==> src/rtl/vco_cal_pkg.sv <==
`default_nettype none
// ============================================================================
//  Module      : vco_cal_pkg
//  Description : Shared types and default constants for the VCO calibration
//                controller: FSM state encoding plus default code width,
//                counter width, settle/window lengths and lock tolerance.
//  Revision    : 1.0  initial release
// ============================================================================
package vco_cal_pkg;

   localparam int c_CODE_W_DEF     = 8;
   localparam int c_CNT_W_DEF      = 16;
   localparam int c_SETTLE_CYC_DEF = 64;
   localparam int c_WIN_CYC_DEF    = 1024;
   localparam int c_TOL_DEF        = 2;

   typedef enum logic [2:0] {
      ST_IDLE    = 3'd0,
      ST_SETTLE  = 3'd1,
      ST_MEASURE = 3'd2,
      ST_DECIDE  = 3'd3,
      ST_DONE    = 3'd4
   } state_t;

endpackage : vco_cal_pkg
`default_nettype wire

==> src/rtl/vco_cal_ctrl_if.sv <==
`default_nettype none
// ============================================================================
//  Module      : vco_cal_ctrl_if
//  Description : Control/status bundle of the VCO calibration controller.
//                master : requester side (drives start, abort, target_cnt)
//                slave  : controller side (drives code, busy, done, locked,
//                         meas_cnt)
//  Revision    : 1.0  initial release
// ============================================================================
interface vco_cal_ctrl_if
   import vco_cal_pkg::*;
#(
   parameter int CODE_W = c_CODE_W_DEF,
   parameter int CNT_W  = c_CNT_W_DEF
);

   logic              start;
   logic              abort;
   logic [CNT_W-1:0]  target_cnt;
   logic [CODE_W-1:0] code;
   logic              busy;
   logic              done;
   logic              locked;
   logic [CNT_W-1:0]  meas_cnt;

   modport master (
      output start, abort, target_cnt,
      input  code, busy, done, locked, meas_cnt
   );

   modport slave (
      input  start, abort, target_cnt,
      output code, busy, done, locked, meas_cnt
   );

endinterface : vco_cal_ctrl_if
`default_nettype wire

==> src/rtl/vco_edge_counter.sv <==
`default_nettype none
// ============================================================================
//  Module      : vco_edge_counter
//  Description : Brings the asynchronous divided VCO clock into the clk
//                domain through a 2-flop synchronizer, detects rising edges
//                and counts them with a saturating counter.
//  Ports       : clk     - system clock
//                rst     - asynchronous active-high reset
//                clr     - synchronous clear of the counter (wins over en)
//                en      - count enable
//                vco_div - divided VCO output, asynchronous to clk
//                cnt     - current edge count
//  Revision    : 1.0  initial release
// ============================================================================
module vco_edge_counter
   import vco_cal_pkg::*;
#(
   parameter int CNT_W = c_CNT_W_DEF
) (
   input  logic             clk,
   input  logic             rst,
   input  logic             clr,
   input  logic             en,
   input  logic             vco_div,
   output logic [CNT_W-1:0] cnt
);

   logic             r_sync1;
   logic             r_sync2;
   logic             r_sync3;
   logic [CNT_W-1:0] r_cnt;
   logic             w_rise;

   // r_sync1/r_sync2 form the synchronizer; r_sync3 is only the edge-detect delay
   assign w_rise = r_sync2 & ~r_sync3;

   always_ff @(posedge clk or posedge rst) begin
      if (rst) begin
         r_sync1 <= 1'b0;
         r_sync2 <= 1'b0;
         r_sync3 <= 1'b0;
         r_cnt   <= '0;
      end else begin
         r_sync1 <= vco_div;
         r_sync2 <= r_sync1;
         r_sync3 <= r_sync2;
         if (clr) begin
            r_cnt <= '0;
         end else if (en && w_rise && (r_cnt != '1)) begin
            r_cnt <= r_cnt + CNT_W'(1);
         end
      end
   end

   assign cnt = r_cnt;

endmodule : vco_edge_counter
`default_nettype wire

==> src/rtl/vco_cal_ctrl.sv <==
`default_nettype none
// ============================================================================
//  Module      : vco_cal_ctrl
//  Description : Successive-approximation VCO calibration. Each pass drives
//                a trial code, waits SETTLE_CYC cycles, counts vco_div edges
//                over WIN_CYC cycles and keeps or clears the trial bit by
//                comparing against the target. After the LSB a final verify
//                pass measures the chosen code and reports lock.
//  Ports       : clk     - system clock
//                rst     - asynchronous active-high reset
//                vco_div - divided VCO output, asynchronous to clk
//                bus     - slave side: start/abort/target_cnt in,
//                          code/busy/done/locked/meas_cnt out
//  Revision    : 1.0  initial release
// ============================================================================
module vco_cal_ctrl
   import vco_cal_pkg::*;
#(
   parameter int CODE_W     = c_CODE_W_DEF,
   parameter int CNT_W      = c_CNT_W_DEF,
   parameter int SETTLE_CYC = c_SETTLE_CYC_DEF,
   parameter int WIN_CYC    = c_WIN_CYC_DEF,
   parameter int TOL        = c_TOL_DEF
) (
   input  logic           clk,
   input  logic           rst,
   input  logic           vco_div,
   vco_cal_ctrl_if.slave  bus
);

   localparam int c_BIT_W   = (CODE_W > 1) ? $clog2(CODE_W) : 1;
   localparam int c_TMR_MAX = (SETTLE_CYC > WIN_CYC) ? SETTLE_CYC : WIN_CYC;
   localparam int c_TMR_W   = (c_TMR_MAX > 1) ? $clog2(c_TMR_MAX) : 1;

   localparam logic [CODE_W-1:0]  c_CODE_MSB = {1'b1, {(CODE_W-1){1'b0}}};
   localparam logic [c_TMR_W-1:0] c_SETTLE_LD = c_TMR_W'(SETTLE_CYC - 1);
   localparam logic [c_TMR_W-1:0] c_WIN_LD    = c_TMR_W'(WIN_CYC - 1);
   localparam logic [CNT_W:0]     c_TOL_CMP   = (CNT_W+1)'(TOL);

   state_t              r_state;
   logic [CODE_W-1:0]   r_code;
   logic [c_BIT_W-1:0]  r_bit;
   logic                r_verify;
   logic [c_TMR_W-1:0]  r_tmr;
   logic [CNT_W-1:0]    r_target;
   logic [CNT_W-1:0]    r_meas;
   logic                r_busy;
   logic                r_done;
   logic                r_locked;

   logic                w_clr;
   logic                w_en;
   logic [CNT_W-1:0]    w_cnt;
   logic [CODE_W-1:0]   w_code_dec;
   logic [CNT_W:0]      w_diff;
   logic                w_within;

   // Counter is cleared on the edge that enters MEASURE and only counts there
   assign w_clr = (r_state == ST_SETTLE) && (r_tmr == '0);
   assign w_en  = (r_state == ST_MEASURE);

   vco_edge_counter #(
      .CNT_W   (CNT_W)
   ) u_edge_cnt (
      .clk     (clk),
      .rst     (rst),
      .clr     (w_clr),
      .en      (w_en),
      .vco_div (vco_div),
      .cnt     (w_cnt)
   );

   // Search step: too fast -> drop the trial bit, then try the next lower bit
   always_comb begin
      w_code_dec = r_code;
      if (w_cnt > r_target) begin
         w_code_dec[r_bit] = 1'b0;
      end
      if (r_bit != '0) begin
         w_code_dec[r_bit - c_BIT_W'(1)] = 1'b1;
      end
   end

   // Absolute difference needs one extra bit so it can never wrap
   always_comb begin
      w_diff = '0;
      if (w_cnt >= r_target) begin
         w_diff = {1'b0, w_cnt} - {1'b0, r_target};
      end else begin
         w_diff = {1'b0, r_target} - {1'b0, w_cnt};
      end
      w_within = (w_diff <= c_TOL_CMP);
   end

   always_ff @(posedge clk or posedge rst) begin
      if (rst) begin
         r_state  <= ST_IDLE;
         r_code   <= '0;
         r_bit    <= '0;
         r_verify <= 1'b0;
         r_tmr    <= '0;
         r_target <= '0;
         r_meas   <= '0;
         r_busy   <= 1'b0;
         r_done   <= 1'b0;
         r_locked <= 1'b0;
      end else begin
         r_done <= 1'b0;
         if (bus.abort && (r_state != ST_IDLE)) begin
            // Abort outranks every transition; code is left where it is
            r_state  <= ST_IDLE;
            r_busy   <= 1'b0;
            r_locked <= 1'b0;
         end else begin
            case (r_state)
               ST_IDLE: begin
                  if (bus.start && !bus.abort) begin
                     r_state  <= ST_SETTLE;
                     r_code   <= c_CODE_MSB;
                     r_bit    <= c_BIT_W'(CODE_W - 1);
                     r_verify <= 1'b0;
                     r_target <= bus.target_cnt;
                     r_busy   <= 1'b1;
                     r_locked <= 1'b0;
                     r_tmr    <= c_SETTLE_LD;
                  end
               end
               ST_SETTLE: begin
                  if (r_tmr == '0) begin
                     r_state <= ST_MEASURE;
                     r_tmr   <= c_WIN_LD;
                  end else begin
                     r_tmr <= r_tmr - c_TMR_W'(1);
                  end
               end
               ST_MEASURE: begin
                  if (r_tmr == '0) begin
                     r_state <= ST_DECIDE;
                  end else begin
                     r_tmr <= r_tmr - c_TMR_W'(1);
                  end
               end
               ST_DECIDE: begin
                  r_meas <= w_cnt;
                  if (r_verify) begin
                     r_locked <= w_within;
                     r_state  <= ST_DONE;
                  end else begin
                     r_code  <= w_code_dec;
                     r_tmr   <= c_SETTLE_LD;
                     r_state <= ST_SETTLE;
                     if (r_bit == '0) begin
                        r_verify <= 1'b1;
                     end else begin
                        r_bit <= r_bit - c_BIT_W'(1);
                     end
                  end
               end
               ST_DONE: begin
                  r_done  <= 1'b1;
                  r_busy  <= 1'b0;
                  r_state <= ST_IDLE;
               end
               default: begin
                  r_state <= ST_IDLE;
               end
            endcase
         end
      end
   end

   assign bus.code     = r_code;
   assign bus.busy     = r_busy;
   assign bus.done     = r_done;
   assign bus.locked   = r_locked;
   assign bus.meas_cnt = r_meas;

endmodule : vco_cal_ctrl
`default_nettype wire

==> src/flat_wrapper.sv <==
// flat-port wrapper written by rule: the top's interface ports become plain ports
module vco_cal_ctrl_flat import vco_cal_pkg::*;
#(
   parameter int CODE_W     = c_CODE_W_DEF,
   parameter int CNT_W      = c_CNT_W_DEF,
   parameter int SETTLE_CYC = c_SETTLE_CYC_DEF,
   parameter int WIN_CYC    = c_WIN_CYC_DEF,
   parameter int TOL        = c_TOL_DEF
)
  (clk, rst, vco_div, bus_start, bus_abort, bus_target_cnt, bus_code, bus_busy, bus_done, bus_locked, bus_meas_cnt);
  vco_cal_ctrl_if #(.CODE_W(CODE_W), .CNT_W(CNT_W)) bus_i ();
  input  logic clk;
  input  logic rst;
  input  logic vco_div;
  input wire logic [$bits(bus_i.start)-1:0] bus_start;
  input wire logic [$bits(bus_i.abort)-1:0] bus_abort;
  input wire logic [$bits(bus_i.target_cnt)-1:0] bus_target_cnt;
  output wire logic [$bits(bus_i.code)-1:0] bus_code;
  output wire logic [$bits(bus_i.busy)-1:0] bus_busy;
  output wire logic [$bits(bus_i.done)-1:0] bus_done;
  output wire logic [$bits(bus_i.locked)-1:0] bus_locked;
  output wire logic [$bits(bus_i.meas_cnt)-1:0] bus_meas_cnt;
  assign bus_i.start = bus_start;
  assign bus_i.abort = bus_abort;
  assign bus_i.target_cnt = bus_target_cnt;
  assign bus_code = bus_i.code;
  assign bus_busy = bus_i.busy;
  assign bus_done = bus_i.done;
  assign bus_locked = bus_i.locked;
  assign bus_meas_cnt = bus_i.meas_cnt;
  vco_cal_ctrl #(.CODE_W(CODE_W), .CNT_W(CNT_W), .SETTLE_CYC(SETTLE_CYC), .WIN_CYC(WIN_CYC), .TOL(TOL)) u_core (.clk(clk), .rst(rst), .vco_div(vco_div), .bus(bus_i));
endmodule
==> config.mk <==
export PLATFORM = sky130hd
export DESIGN_NAME = vco_cal_ctrl_flat
export DESIGN_NICKNAME = d
export VERILOG_FILES = /design/src/rtl/vco_cal_pkg.sv /design/src/rtl/vco_cal_ctrl_if.sv /design/src/rtl/vco_edge_counter.sv /design/src/rtl/vco_cal_ctrl.sv /design/src/flat_wrapper.sv
export SDC_FILE = /design/constraint.sdc
export NUM_CORES = 1
export LEC_CHECK = 0
export CAP_MARGIN = 20
export CORE_ASPECT_RATIO = 1.5
export CORE_UTILIZATION = 35
export CTS_BUF_LIST = sky130_fd_sc_hd__clkbuf_4
export DETAILED_ROUTE_END_ITERATION = 12
export SETUP_SLACK_MARGIN = 0.05
export SYNTH_ARGS = -nofsm -noshare
export SYNTH_HDL_FRONTEND = slang
export SYNTH_SLANG_ARGS = --single-unit
==> constraint.sdc <==
create_clock -name clk -period 2.95 [get_ports clk]
set_clock_uncertainty 0.05 [all_clocks]
set_input_delay 0.59 -clock clk [delete_from_list [all_inputs] [get_ports clk]]
set_output_delay 0.59 -clock clk [all_outputs]
set_load 0.02 [all_outputs]
Yosys cells after proc, flatten, opt, wreduce, memory -nomap -nowiden

Index checks and enable logic that the tools add are counted.
W data, S select, Z words.

Register bits after elaboration: 79
Output and inout port bits: 27

Eq/ne operators: 13
Reduce and logical (&&, ||, !) cells: 27
Bitwise logic cells: 6
$lt $le $gt $ge: 7
Muxes and demuxes: 39
Add/subtract/negate cells: 5

Operator list:

| cell                    | count |
|---|---|
| $mux W10                | 4 |
| $pmux W10 S4            | 1 |
| $sub A16 B16 Y17        | 2 |
| $mux W16                | 2 |
| $mux W8                 | 4 |
| $mux W3                 | 8 |
| $le A17 B2 Y1 const B   | 1 |
| $mux W17                | 1 |
| $add A16 B1 Y16 const B | 1 |
| $ge A16 B16 Y1          | 1 |
| $gt A16 B16 Y1          | 1 |
| $ne A16 B16 Y1 const B  | 1 |
| $pmux W8 S2             | 1 |
| $pmux W3 S4             | 1 |
| $reduce_and A3 Y1       | 4 |
| $reduce_bool A3 Y1      | 4 |
| $mux W1                 | 11 |
| $logic_not A10 Y1       | 1 |
| $reduce_and A5 Y1       | 2 |
| $sub A10 B1 Y10 const B | 1 |
| $ne A3 B1 Y1 const B    | 3 |
| $and A8 B8 Y8           | 1 |
| $lt A3 B4 Y1 const B    | 2 |
| $not A8 Y8              | 1 |
| 21 further kinds        | 38 |

Depth between registers and ports, before layout

Gate-level depths: netlist of run 1.

Word-level depth: 11
Gate-level depth with buffers: 13
Gate-level depth less buffers: 13

Cells and area by module

Synthesis of run 1 repeated with hierarchy kept, for this count alone.

Cells, all modules: 603
Area total of the unflattened synthesis: 5551.6 µm²

Modules (own cells, without submodules):

| module           | area an instance (µm²) | times used | cells each | seq. area each (µm²) |
|---|---|---|---|---|
| vco_cal_ctrl     | 4499.3                 | 1          | 499        | 1501.4 |
| vco_edge_counter | 1052.3                 | 1          | 104        | 475.5 |

Least setup slack after synthesis of run 1

Ideal clock, no wire load.

Path kind: reg-to-reg
Start: reg u_core.u_edge_cnt.r_cnt[0], in the netlist u_core.u_edge_cnt.cnt[0]
End: reg u_core.r_locked, in the netlist u_core.bus.locked
Period minus slack after synthesis: 2860 ps
Stages on the path, launching flop included: 14
Arrival: 2718 ps
Setup slack: 90 ps
Path buffers: 0
Library setup time: 92 ps
Cells stage by stage: dfrtp_1 -> inv_1 -> ha_1 -> inv_1 -> fa_1 -> a21o_1 -> a21oi_1 -> o221ai_1 -> xnor2_1 -> a311oi_1 -> o211a_1 -> o221a_2 -> o2111ai_1 -> o31ai_2

Cells in the longest elaborated chain, start to end: 6
Elaborated cells on any way between the ends: 8
Classes of those cells: 2 x add/sub; 2 x order compare; 4 x mux

Ends and longest elaborated chain:

| element                                        | RTL line               | source |
|---|---|---|
| from (decl)                                    | vco_edge_counter.sv:31 | `logic [CNT_W-1:0] r_cnt;` |
| from (signal assigned)                         | vco_edge_counter.sv:50 | `r_cnt <= r_cnt + CNT_W'(1);` |
| $sub A16 B16 Y17, or another cell as far along | vco_cal_ctrl.sv:90     | `w_diff = {1'b0, r_target} - {1'b0, w_cnt};` |
| $mux W17 (*)                                   | vco_cal_ctrl.sv:87     | `if (w_cnt >= r_target) begin` |
| $le A17 B2 Y1 (*)                              | vco_cal_ctrl.sv:92     | `w_within = (w_diff <= c_TOL_CMP);` |
| $mux W1 (*)                                    | vco_cal_ctrl.sv:145    | `if (r_verify) begin` |
| $pmux W1 S2 (*)                                | vco_cal_ctrl.sv:115    | `case (r_state)` |
| $mux W1 (*)                                    | vco_cal_ctrl.sv:109    | `if (bus.abort && (r_state != ST_IDLE)) begin` |
| to (signal assigned)                           | vco_cal_ctrl.sv:146    | `r_locked <= w_within;` |
| to (decl)                                      | vco_cal_ctrl.sv:49     | `logic r_locked;` |

Every way passes the cells marked *; elsewhere a longest branch is shown, timed or not. The select of a mux whose other input is x is not followed.
A chain may end at the register's enable or synchronous reset.

Final worst setup path of run 1

Same ends and word-level chain as after synthesis.

==> metrics.md, run 1 <==
| Metric | Value |
|---|---|
| Run status | `finished clean` |
| Area delta synth->final | `30.13%` |
| DIE AREA | `16180 sq um` |
| Total Routing Usage GR | `0.2117` |
| GR Overflow Total | `0` |
| Clock buffer depth | `2` |
| Yosys top cell by area | `dfrtp_1` |
| Root buffer cell | `clkbuf_4` |
| Top cells by count, synth | `dfrtp_1, nand2_1, o21ai_0` |
| CTS tree | `done` |
| Min-Delay Path Class | `flop to flop` |
| Slew Limit Fails | `0` |
| Reg2Reg Launch Point | `u_core.u_edge_cnt.cnt[0]` |
| Detailed Route WL | `~16000 microns` |
| Ports | `between 40 and 50` |
| Vias in the first global route | `roughly 5.4k` |
| CP max FO | `3` |
| Fmax | `roughly 0.34 GHz` |
| Post-synth cell types | `71` |
| RSZ-0062 raised after global routing | `true` |
| Minimum clock period | `around 2900 ps` |
| Setup crit start | `u_core.u_edge_cnt.cnt[0]` |
| Iter 0 DRT Violations | `189` |
| Worst VDD drop | `around 0.00024 V` |
| Antenna viol nets, final | `0` |
| Hold Fails Final Rpt | `0` |
| Final net count | `845` |
| Crit path launch type | `flop` |
| Overall power | `3021 uW` |
| Post-Syn Area | `approximately 5500 sq um` |
| Worst Slack Setup Final | `about 9.4 ps` |
| P_leak | `~0.0031 uW` |
| Largest net degree at the start of global routing | `37` |
| Post-synth EDFFs | `0` |
| Chip height | `155.3 microns` |
| Synth Net Count | `715` |
| Total CTS buffers | `9` |
| Arr. time, crit path | `3250 ps` |
| Vias | `5284` |
| P per Cell Area | `around 420 nW/um^2` |
| Tcrit/Tclk final | `0.9968` |
| Largest stage delay, worst path | `approximately 400 ps` |
| Routed wire per std cell | `between 15 and 20 microns` |
| Worst Setup End Kind | `flop` |
| H-tree levels | `3` |
| Crit path required time | `approximately 3300 ps` |
| Area contributors post-synth | `dfrtp_1, ha_1, o21ai_0` |
| Setup violations, final | `0` |
| 1st-pass router iterations | `5` |
| Clk sinks | `between 70 and 80` |
| Via density per instance | `approximately 5.3` |
| Num rows | `55` |
| Slew HR | `0.6073` |
| Worst path cell trace | `inv_2 > ha_4 > inv_2 > fa_2 > a21o_1 > a21oi_2 > buf_6 > o221ai_4 > xnor2_2 > a311oi_1 > o211a_1 > o221a_2 > o2111ai_2 > o31ai_2` |
| Synth Instances | `roughly 660` |
| Placement Setup Slack | `-197.4 ps` |
| Fraction of layout cells with a size suffix above 1 | `0.2035` |
| Synth top area share | `0.3606` |
| Hold Slack | `315.1 ps` |
| WS Path Type | `flop to flop` |
| Residual DRC | `0` |
| GP Congestion | `a little over 0.9` |
| CP dominant cell by count | `inv_2` |
| Initial Util | `0.3604` |
| Count leader, synth | `dfrtp_1` |
| Synthesis Warnings | `0` |
| Post-synth ARST share | `1.000` |
| Die Width | `104.2 microns` |
| Post-DP HPWL | `around 13000 microns` |
| Min-Delay Startpoint | `u_core.u_edge_cnt.r_sync1` |
| Crit-path slowest cell | `dfrtp_1` |
| Max Cap Viol | `0` |
| Synthesized flop and latch total | `79` |
| Clk Latency, worst-skew pair | `430 ps` |
| Seq/Total Area, Yosys | `0.3606` |
| Primary FF master, synth | `dfrtp_1` |
| Initial antenna violation count | `1` |
| Core area | `15210 sq um` |
| Reg clk slew, reported paths | `roughly 130 ps` |
| First-pass GRT wire length | `about 27000 microns` |
| Mean post-synth cell area | `between 8 and 9 sq um` |
| Slew at the pin closest to its max-slew limit | `roughly 590 ps` |
| IO Port Bufs | `between 40 and 50` |
[state kept, by name (all words and copies together), names as in the netlist, 3 cells and up]
signal	flops
u_core.r_tmr	10
u_core.bus.code	8
u_core.r_target	16
u_core.u_edge_cnt.cnt	16
u_core.r_state	3
u_core.r_bit	3
u_core.bus.meas_cnt	16
[cell usage in the layout, fill, tap and decap left out, drive strengths merged, types with 4 or more instances in the layout]
cell / Yosys / layout
or3: 9 / 9
o21ai: 77 / 77
dfrtp: 79 / 79
xnor2: 21 / 21
nor2: 47 / 47
nand3: 13 / 13
nand4: 10 / 10
and2: 4 / 4
o211ai: 8 / 8
nor2b: 5 / 5
clkdlybuf4s50: 0 / 47
inv: 57 / 57
a41oi: 4 / 4
nand2b: 9 / 9
a21o: 11 / 11
a21oi: 53 / 53
ha: 36 / 36
nand2: 78 / 78
o21bai: 4 / 4
clkbuf: 17 / 11
a211oi: 4 / 4
nor3: 27 / 27
buf: 12 / 101
o21a: 7 / 7
o31ai: 8 / 8
[layer usage]
metal | global-route usage | share of wire | up-vias
met1 | 0.2371 | 0.40 | 2544
met5 | 0 | 0 | -
li1 | - | - | 2571
met2 | 0.3870 | 0.52 | 118
met4 | 0.1088 | 0.043 | 0
met3 | 0.03184 | 0.029 | 51
[worst max-delay path, delay by kind of cell, from the launching register on]
family	cells	cell delay, ps
buffers and inverters	3	260
XOR/XNOR	1	190
adder cells (fa/ha/maj)	2	460
AO/OA/AOI/OAI	8	1500
flip-flops	1	410
[path summary, 6_finish.rpt]
kind                            cells past startpoint  slack (ps)                        end
worst min-delay path                                0         320  u_core.u_edge_cnt.r_sync2
worst max-delay path                               14           9          u_core.bus.locked
worst min register to register                      0         320  u_core.u_edge_cnt.r_sync2
min in group asynchronous                           2         470     u_core.bus.meas_cnt[4]
worst max register to register                     14           9          u_core.bus.locked
max in group asynchronous                           3        1750            u_core.bus.busy
[power by group]
group	internal (uW)	switching, uW	total [uW]
Sequential	1160	66.8	1230
Combinational	511	609	1120
Clock	278	395	673
[kinds of logic after synthesis]
kind of cell             Yosys count  share of synthesized area
flip-flops                        79                     0.3606
AO/OA/AOI/OAI                    206                     0.2479
buffers and inverters             86                    0.06574
XOR/XNOR                          23                    0.03675
AND/OR/NAND/NOR                  220                     0.1917
multiplexers                       4                   0.007761
adder cells (fa/ha/maj)           38                    0.08948
[cell type report]
cell class	count	area (sq um)
fill	1451	8075
multi-input combinational	491	3293
sequential	79	1977
timing repair buffer	148	1257
tap	199	249.0
inverter	57	215.2
clock buffer	11	82.58
clock inverter	5	56.30
antenna	1	2.502
[stage by stage]
| step | cells | setup TNS (ps) | cell area, sq um | util |
|---|---|---|---|---|
| 2_1_floorplan | 656 | 0 | 5482 | - |
| 5_1_grt | 991 | -97.05 | 7133 | 0.4690 |
| 6_report | 991 | 0 | 7133 | 0.4690 |
| 4_1_cts | 987 | -15.39 | 7098 | 0.4667 |
| 3_5_place_dp | 965 | -197.4 | 6771 | 0.4452 |
| 3_3_place_gp | 965 | -189.1 | 6771 | 0.4452 |
[timing repair]
| item | 4_1_cts | 5_1_grt |
|---|---|---|
| hold buffers | 0 | 0 |
| setup endpoints to repair | 1 | 2 |
| resized for setup | 24 | 4 |
| buffers inserted | 6 | 3 |
| pin swaps | 11 | 13 |
Note: power is estimated with default switching activity, not from simulation.
==> run 2: changes to the inputs <==
--- a/config.mk
+++ b/config.mk
@@ -7,9 +7,10 @@
 export LEC_CHECK = 0
 export CAP_MARGIN = 20
 export CORE_ASPECT_RATIO = 1.5
-export CORE_UTILIZATION = 35
+export CORE_UTILIZATION = 45
 export CTS_BUF_LIST = sky130_fd_sc_hd__clkbuf_4
 export DETAILED_ROUTE_END_ITERATION = 12
+export PLACE_DENSITY = 0.67
 export SETUP_SLACK_MARGIN = 0.05
 export SYNTH_ARGS = -nofsm -noshare
 export SYNTH_HDL_FRONTEND = slang
==> run 2 against run 1 <==
  * The run now ends with setup timing left
  * Highest routed layer unchanged
  * Sequential share of layout area increased by 0.24 points
  * Worst hold slack worse by 0.89 ps
  * Die area down 22%
  * First-iteration DRC count is 14% higher
  * Clock-buffer cell count is 2 lower
  * Largest power group unchanged
  * Combinational power barely moved
  * Global-route usage increased by 4.6 points
==> metrics.md, run 2 (synthesized netlist as in run 1, its figures left out) <==
| Metric | Value |
|---|---|
| Hold_buf cts | `0 (unchanged)` |
| Setup violations, final | `1 (+1)` |
| Final non-filler cell total | `939 (-5.2%)` |
| Root buffer cell | `clkbuf_4` |
| CTS tree | `done` |
| RSZ-0062 raised after global routing | `true` |
| Area of the multi-input gates | `3307 sq um (+0.42%)` |
| Fmax | `0.3372 GHz (-0.85%)` |
| Total Routing Usage GR | `0.2578 (+0.04618)` |
| Setup TNS | `-15.85 ps (-15.85 ps)` |
| P per Cell Area | `438.4 nW/um^2 (+3.5%)` |
| Design area | `7073 sq um (-0.84%)` |
| Final net count | `840 (-0.59%)` |
| Num rows | `49 (-11%)` |
| Fillers | `1105 (-24%)` |
| Placed Area | `6679 sq um (-1.4%)` |
| Worst Setup End Kind | `flop` |
| Antenna diodes | `0 (-1)` |
| Crit path required time | `3240 ps (-20 ps)` |
| Die Width | `92.12 microns (-12%)` |
| Ports | `48 (unchanged)` |
| Total CTS buffers | `9 (unchanged)` |
| Detailed Route WL | `15830 microns (-3.8%)` |
| Hold Slack | `314.2 ps (-0.8860 ps)` |
| GR Overflow Total | `0 (unchanged)` |
| First-pass GRT wire length | `25530 microns (-5.4%)` |
| Clk sinks | `79 (unchanged)` |
| Worst VDD drop | `0.0003456 V (+42%)` |
| Antenna viol nets, final | `0 (unchanged)` |
| CP max FO | `3 (unchanged)` |
| 1st-pass router iterations | `5 (unchanged)` |
| Reg2Reg Launch Point | `u_core.u_edge_cnt.cnt[0]` |
| DIE AREA | `12640 sq um (-22%)` |
| IO Port Bufs | `47 (unchanged)` |
| Hold Fails Final Rpt | `0 (unchanged)` |
| Reg clk slew, reported paths | `140 ps (about the same)` |
| Chip height | `137.2 microns (-12%)` |
| Fraction of layout cells with a size suffix above 1 | `0.2023 (-0.001250)` |
| Worst Slack Setup Final | `-15.85 ps (-25.29 ps)` |
| Residual DRC | `0 (unchanged)` |
| Clk Latency, worst-skew pair | `420 ps (about the same)` |
| Post-DP HPWL | `12420 microns (-4.8%)` |
| Slew HR | `0.6910 (+0.08362)` |
| Min-Delay Path Class | `flop to flop` |
| # placed instances | `916 (-5.1%)` |
| Clock buffer depth | `2 (unchanged)` |
| WS Path Type | `flop to flop` |
| Max Cap Viol | `0 (unchanged)` |
| Vias | `5213 (-1.3%)` |
| Placement Setup Slack | `-100.5 ps (+96.81 ps)` |
| Slew Limit Fails | `0 (unchanged)` |
| Area delta synth->final | `29.03%` |
| Initial antenna violation count | `0 (-1)` |
| Crit path launch type | `flop` |
| Arr. time, crit path | `3260 ps (about the same)` |
| Iter 0 DRT Violations | `215 (+14%)` |
| Most frequent cells in the layout | `buf_4, dfrtp_1, nand2_1` |
| Slew at the pin closest to its max-slew limit | `463.6 ps (-124.7 ps)` |
| Min-Delay Startpoint | `u_core.u_edge_cnt.r_sync1` |
| Largest net degree at the start of global routing | `80 (+120%)` |
| Sequential Area | `1977 sq um (unchanged)` |
| Initial Util | `0.4585 (+0.09808)` |
| GP Congestion | `0.9319 (+2.4%)` |
| P_leak | `0.003089 uW (-0.47%)` |
| Commonest non-fill, non-tap cell in the layout | `buf_4` |
| Minimum clock period | `2966 ps (+25.29 ps)` |
| Vias in the first global route | `5319 (-1.8%)` |
| H-tree levels | `3 (unchanged)` |
| Tcrit/Tclk final | `1.005 (+0.008574)` |
| Failing checks | `setup timing` |
| Via density per instance | `5.552 (+4.1%)` |
| Core area | `11960 sq um (-21%)` |
| Run status | `finished with violations` |
| Routed wire per std cell | `16.86 microns (+1.5%)` |
| Setup crit start | `u_core.u_edge_cnt.cnt[0]` |
## run 2: cell count changes in the layout (fill, tap and decap cells not counted), moves of 2 or more
cell / delta
buf_4: -5
clkbuf_4: -2
clkinv_2: -2
ha_1: +2
ha_4: -2
## run 2: final cells by class
class,count,share of cell area
inverters,57,0.03043
clock buffers,9,0.009552
multi-input cells,491,0.4675
well taps,153,0.02707
repair buffers,143,0.1712
flip-flops and latches,79,0.2795
clock inverters,7,0.01468
## run 2: path summary, 6_finish.rpt
check,end,slack [ps],cells after the start
worst max-delay path,u_core.bus.locked,-20,13
worst min-delay path,u_core.u_edge_cnt.r_sync2,310,0
worst max register to register,u_core.bus.locked,-20,13
worst min register to register,u_core.u_edge_cnt.r_sync2,310,0
max in group asynchronous,u_core.r_target[13],1990,3
min in group asynchronous,u_core.bus.meas_cnt[1],500,3
## run 2: stage by stage
stage / power, uW / utilization
floorplan: 1894 / -
global placement: 2239 / 0.5587
detailed placement: 2257 / 0.5587
CTS: 3054 / 0.5791
global route: 3272 / 0.5916
finish: 3101 / 0.5916
## run 2: repair_timing
item | CTS | global route
setup buffers | 2 | 5
gates resized for setup | 14 | 23
setup endpoints to repair | 1 | 4
pin swaps | 5 | 18
## run 2: metal layers
layer	part of all wire	global-route usage
met5	0	0
met4	0.036	0.1120
met3	0.027	0.03091
met2	0.53	0.4801
met1	0.41	0.2948
## run 2: power by group
part	internal [uW]	switching [uW]	total [uW]
logic	492	618	1110
clock network	354	416	769
registers	1160	61.0	1220
total	2010	1090	3100
## run 2: worst max-delay path, stage by stage (launching register included)
cell,delay (ps)
dfrtp_1,430
inv_2,80
ha_4,140
inv_2,50
fa_2,390
a21o_1,220
a21oi_4,240
o221ai_4,140
xnor2_1,170
a311oi_1,230
o211a_1,190
o221a_2,200
o2111ai_2,120
o31ai_2,250
